===== src/rtl/axi_arbiter_pkg.sv =====
// Shared types and helpers for the fetch/data to AXI-bridge request arbiter.
// Owner encoding, arbiter states and the latched request record live here.
package axi_arbiter_pkg;

  localparam logic OWN_IMEM = 1'b0;
  localparam logic OWN_DMEM = 1'b1;

  typedef enum logic {
    IDLE = 1'b0,
    BUSY = 1'b1
  } arb_state_t;

  typedef struct packed {
    logic        instr;
    logic [31:0] addr;
    logic [31:0] wdata;
    logic [3:0]  wstrb;
  } mem_req_t;

  // On a tie, fixed priority favours dmem; round-robin favours the port not granted last.
  function automatic logic pick_winner(input logic imem_full, input logic dmem_full,
                                       input logic last_owner, input logic fixed_prio);
    logic w;
    if (imem_full && dmem_full) begin
      if (fixed_prio) begin
        w = OWN_DMEM;
      end else begin
        w = ~last_owner;
      end
    end else if (dmem_full) begin
      w = OWN_DMEM;
    end else begin
      w = OWN_IMEM;
    end
    return w;
  endfunction

endpackage


===== src/rtl/arb_pending.sv =====
// One-entry request latch: holds a port's request from its valid pulse until completion.
// A capture in the same cycle as the clear is accepted (set wins over clear).
module arb_pending
  import axi_arbiter_pkg::*;
(
  input  logic     clk,
  input  logic     rst,
  input  logic     capture,
  input  logic     clear,
  input  mem_req_t new_req,
  output logic     full,
  output mem_req_t req
);

  logic     accept_s;
  logic     full_r;
  mem_req_t req_r;

  assign accept_s = capture && (!full_r || clear);

  // A capture while already holding a request is dropped without touching stored fields.
  always_ff @(posedge clk) begin
    if (!rst) begin
      full_r <= 1'b0;
      req_r  <= '0;
    end else if (accept_s) begin
      full_r <= 1'b1;
      req_r  <= new_req;
    end else if (clear) begin
      full_r <= 1'b0;
      req_r  <= req_r;
    end else begin
      full_r <= full_r;
      req_r  <= req_r;
    end
  end

  assign full = full_r;
  assign req  = req_r;

endmodule


===== src/rtl/axi_arbiter.sv =====
// Merges the fetch and data memory ports onto the single AXI bridge request port.
// One transaction in flight; axi_* driven only from latched requests, never from port inputs.
module axi_arbiter
  import axi_arbiter_pkg::*;
#(
  parameter int ARB_MODE = 0
) (
  input  logic        clk,
  input  logic        rst,
  input  logic        imem_valid,
  input  logic [31:0] imem_addr,
  output logic [31:0] imem_rdata,
  output logic        imem_ready,
  input  logic        dmem_valid,
  input  logic [31:0] dmem_addr,
  input  logic [31:0] dmem_wdata,
  input  logic [3:0]  dmem_wstrb,
  output logic [31:0] dmem_rdata,
  output logic        dmem_ready,
  output logic        axi_valid,
  output logic        axi_instr,
  output logic [31:0] axi_addr,
  output logic [31:0] axi_wdata,
  output logic [3:0]  axi_wstrb,
  input  logic [31:0] axi_rdata,
  input  logic        axi_ready
);

  arb_state_t state_r, state_s;
  logic       owner_r, owner_s;
  logic       last_owner_r, last_owner_s;
  logic       imem_full_s, dmem_full_s;
  logic       winner_s, grant_s, done_s;
  logic       imem_clear_s, dmem_clear_s;
  logic       issue_s, imem_done_s, dmem_done_s;
  mem_req_t   imem_new_s, dmem_new_s, imem_req_s, dmem_req_s, win_req_s;

  assign imem_new_s = '{instr: 1'b1, addr: imem_addr, wdata: 32'h0000_0000, wstrb: 4'h0};
  assign dmem_new_s = '{instr: 1'b0, addr: dmem_addr, wdata: dmem_wdata, wstrb: dmem_wstrb};

  assign imem_clear_s = done_s && (owner_r == OWN_IMEM);
  assign dmem_clear_s = done_s && (owner_r == OWN_DMEM);

  arb_pending u_imem_pending (
    .clk     (clk),
    .rst     (rst),
    .capture (imem_valid),
    .clear   (imem_clear_s),
    .new_req (imem_new_s),
    .full    (imem_full_s),
    .req     (imem_req_s)
  );

  arb_pending u_dmem_pending (
    .clk     (clk),
    .rst     (rst),
    .capture (dmem_valid),
    .clear   (dmem_clear_s),
    .new_req (dmem_new_s),
    .full    (dmem_full_s),
    .req     (dmem_req_s)
  );

  assign winner_s  = pick_winner(imem_full_s, dmem_full_s, last_owner_r, (ARB_MODE != 0));
  assign win_req_s = (winner_s == OWN_DMEM) ? dmem_req_s : imem_req_s;

  // State, owner and last-grant registers.
  always_ff @(posedge clk) begin
    if (!rst) begin
      state_r      <= IDLE;
      owner_r      <= OWN_IMEM;
      last_owner_r <= OWN_IMEM;
    end else begin
      state_r      <= state_s;
      owner_r      <= owner_s;
      last_owner_r <= last_owner_s;
    end
  end

  // Next-state: grant from IDLE when anything is pending, complete from BUSY on bridge ready.
  always_comb begin
    state_s      = state_r;
    owner_s      = owner_r;
    last_owner_s = last_owner_r;
    grant_s      = 1'b0;
    done_s       = 1'b0;
    case (state_r)
      IDLE: begin
        if (imem_full_s || dmem_full_s) begin
          grant_s      = 1'b1;
          state_s      = BUSY;
          owner_s      = winner_s;
          last_owner_s = winner_s;
        end else begin
          state_s = IDLE;
        end
      end
      BUSY: begin
        if (axi_ready) begin
          done_s  = 1'b1;
          state_s = IDLE;
        end else begin
          state_s = BUSY;
        end
      end
      default: begin
        state_s = IDLE;
      end
    endcase
  end

  // Gating with rst keeps every output quiet while reset is held.
  assign issue_s     = rst && grant_s;
  assign imem_done_s = rst && done_s && (owner_r == OWN_IMEM);
  assign dmem_done_s = rst && done_s && (owner_r == OWN_DMEM);

  assign axi_valid  = issue_s;
  assign axi_instr  = issue_s ? win_req_s.instr : 1'b0;
  assign axi_addr   = issue_s ? win_req_s.addr  : 32'h0000_0000;
  assign axi_wdata  = issue_s ? win_req_s.wdata : 32'h0000_0000;
  assign axi_wstrb  = issue_s ? win_req_s.wstrb : 4'h0;

  assign imem_ready = imem_done_s;
  assign imem_rdata = imem_done_s ? axi_rdata : 32'h0000_0000;
  assign dmem_ready = dmem_done_s;
  assign dmem_rdata = dmem_done_s ? axi_rdata : 32'h0000_0000;

endmodule


===== config.mk =====
export PLATFORM = sky130hd
export DESIGN_NAME = axi_arbiter
export DESIGN_NICKNAME = d
export VERILOG_FILES = /design/src/rtl/axi_arbiter_pkg.sv /design/src/rtl/arb_pending.sv /design/src/rtl/axi_arbiter.sv
export SDC_FILE = /design/constraint.sdc
export NUM_CORES = 1
export LEC_CHECK = 0
export BUFFER_PORTS_ARGS = -buffer_cell sky130_fd_sc_hd__buf_2
export CAP_MARGIN = 15
export CORE_MARGIN = 2
export CORE_UTILIZATION = 40
export CTS_CLUSTER_SIZE = 8
export DETAILED_ROUTE_END_ITERATION = 12
export GPL_ROUTABILITY_DRIVEN = 0
export GPL_TIMING_DRIVEN = 0
export PLACE_DENSITY = 0.82
export SLEW_MARGIN = 20
export SYNTH_ARGS = -nofsm -noshare
export SYNTH_HDL_FRONTEND = slang
export SYNTH_SLANG_ARGS = --single-unit

===== constraint.sdc =====
create_clock -name clk -period 3.5 [get_ports clk]
set_input_delay 1.05 -clock clk [delete_from_list [all_inputs] [get_ports clk]]
set_output_delay 1.05 -clock clk [all_outputs]
set_load 0.005 [all_outputs]

==> flow_summary.ini <==
[clock_tree]
clk_latency_ns = 0.34
htreeDepth = 3
ctsResizeCount = 2
holdBufCountCts = 0
cts_buffers = 9
cts_sinks = 105
post_cts_buffers = 0
clockBufferDepth = 2
cts_root_buf = clkbuf_16
cts_tree = done
path_clk_slew_ns = 0.06

[power]
power_mw = 2.80
p_int_mw = 2.09
clockPowerShare = 0.371
ir_drop_mv = 0.206
seqPwrFrac = 0.470
combPwrFrac = 0.159
p_per_area_nw_per_um2 = 388
p_sw_frac = 0.253
power.switching_mw = 0.708
leakage_nw = 3.68

[status]
status = finished, final reports clean

[timing]
fin_setup_tns_ns = 0
hold_viol_final = 0
fin_crit_ns = 3.33
fin_skew_ns = 0.00435
slew_headroom = 0.597
setup_viol = 0
rsz0062_at_grt = no
slew_viol_final = 0
fmax_ghz = 0.300
worstMarginPinSlew_ns = 0.604
min_period_over_period = 0.952

[yosys]
yosysWarningCount = 0
ys_seq_area_frac = 0.394
syn_area_per_cell_um2 = 7.82
synthSimpleGateAreaFrac = 0.319
async_flop_share = 0
ys_ff_latch = 105
synth_edf_count = 0
syn_area_um2 = 5330
synthAdderAreaFrac = 0
syn_nets = 819
synthFlopType = dfxtp_1
synthMuxAreaShare = 0.188
synth_top_family_by_area = simple AND/OR/NAND/NOR gates
synth_cell_types = 28
synth_compound_area_frac = 0.0451
synth_cells = 682
synth_xor_area_frac = 0

[placed_design]
hpwl_mm = 12.8
portBuffers = 271

[critical_path]
cp_max_fo = 10
crit_type = input port to output port
startpoint_type = input port
slowest_stage = o21bai_2
end_kind = output port
critPathArrivalTime_ns = 2.28
max_stage_delay_ns = 0.30
crit_chain = buf_2, nand2b_1, o21bai_2, clkbuf_2, a21oi_1, buf_2
crit_top_cell = buf_2
crit_required_ns = 2.45

[drt]
drt-total-wl_mm = 16.6
drc = 0
dr.pass1.iters = 4
routed_via_density = 4.74
drt_iter0_drc = 206
post_drt_wl_per_cell_um = 14.5
ant_nets = 0
vias = 5420

[final_layout]
fin_nets = 1101
post-route-util = 0.549
drive_gt1_frac = 0.327
final_cell_mix = buf_2, nand2_1, dfxtp_1
n_antenna_cell = 0
final_common_cell = buf_2
areaGrowthSynthToFinish_pct = 35.4

[grt]
grt_pass1_wl_mm = 25.3
grt_remaining_overflow = 0
grt_pass1_vias = 5172
grt_use_total = 0.225
grt_max_degree = 16
antenna_found_initial = 0

[die]
row_count = 42
die_w_um = 119
die_height_um = 119
die_area_um2 = 14300
design.core.area_um2 = 13100
ios = 273
initial_core_util = 0.406

[flow_run]
maxCapViolCount = 0

[min_path]
hold_class = flop to flop
## Yosys cell counts, types with 2 or more instances
library cell,count,area share
a21boi_1,2,0.0028
buf_1,2,0.0014
buf_2,11,0.010
buf_4,7,0.0099
and2_1,100,0.12
dfxtp_1,105,0.39
clkbuf_2,3,0.0028
inv_1,2,0.0014
nand2_1,267,0.19
nor2b_1,2,0.0023
a21boi_0,2,0.0028
mux2i_1,100,0.19
clkbuf_1,29,0.020
a21oi_1,34,0.032
buf_8,2,0.0056
nor2_1,2,0.0014
## through the flow
step	cell area, um2	std cells	setup WS [ns]	hold WS (ns)
after floorplan	5330	682	0.531	0.430
after global placement	6910	1129	-0.0882	0.438
after detailed placement	6910	1129	-0.0370	0.442
after CTS	7210	1143	0.0216	0.454
after global routing	7210	1143	0.0500	0.469
final	7210	1143	0.169	0.449
## logic make-up after synthesis
| kind of cell | Yosys count |
|---|---|
| simple gates | 377 |
| flops | 105 |
| mux | 100 |
| buf+inv | 57 |
| compound gates | 43 |
## sequential cells by signal, indices dropped and copies added (netlist names)
| register | count |
|---|---|
| u_dmem_pending.req | 68 |
| u_imem_pending.req | 33 |
| last_owner_r | 1 |
| state_r | 1 |
| u_dmem_pending.full | 1 |
| u_imem_pending.full | 1 |
## power by group through the flow
| stage | logic [mW] | registers, mW | clock network [mW] |
|---|---|---|---|
| 6_report | 0.445 | 1.32 | 1.04 |
| 5_1_grt | 0.493 | 1.33 | 1.11 |
| 4_1_cts | 0.449 | 1.32 | 1.06 |
| 3_5_place_dp | 0.446 | 1.34 | 0 |
| 3_3_place_gp | 0.440 | 1.34 | 0 |
| 2_1_floorplan | 0.265 | 1.33 | 0 |
## routing by layer
layer,GRT usage,part of all wire,wire [um],vias to the layer above
li1,-,-,-,2729
met1,0.260,0.41,6800,2471
met2,0.413,0.52,8640,196
met3,0.0407,0.049,805,24
met4,0.0824,0.020,340,0
met5,0,0,0,-
## layout make-up
type,count,area (um2)
Fill cell,1262,5920
Buffer,55,285
Clock inverter,4,70.1
Clock buffer,10,229
Sequential cell,105,2100
Inverter,2,7.51
Tap cell,176,220
Timing Repair Buffer,271,1360
Multi-Input combinational cell,520,2940
## path summary, 6_finish.rpt
kind	start	to	slack [ns]	cells after the start
worst min register to register	u_dmem_pending.req[35]	u_dmem_pending.req[35]	0.45	2
worst max register to register	last_owner_r	u_dmem_pending.req[48]	1.86	6
worst min-delay path	u_dmem_pending.req[35]	u_dmem_pending.req[35]	0.45	2
worst max-delay path	rst	axi_addr[21]	0.17	6
## critical path, delay by kind of cell
| kind | cells | cell delay, ns |
|---|---|---|
| simple gates | 1 | 0.14 |
| buf+inv | 3 | 0.59 |
| compound gates | 2 | 0.50 |
Note: power is estimated with default switching activity, not from simulation.
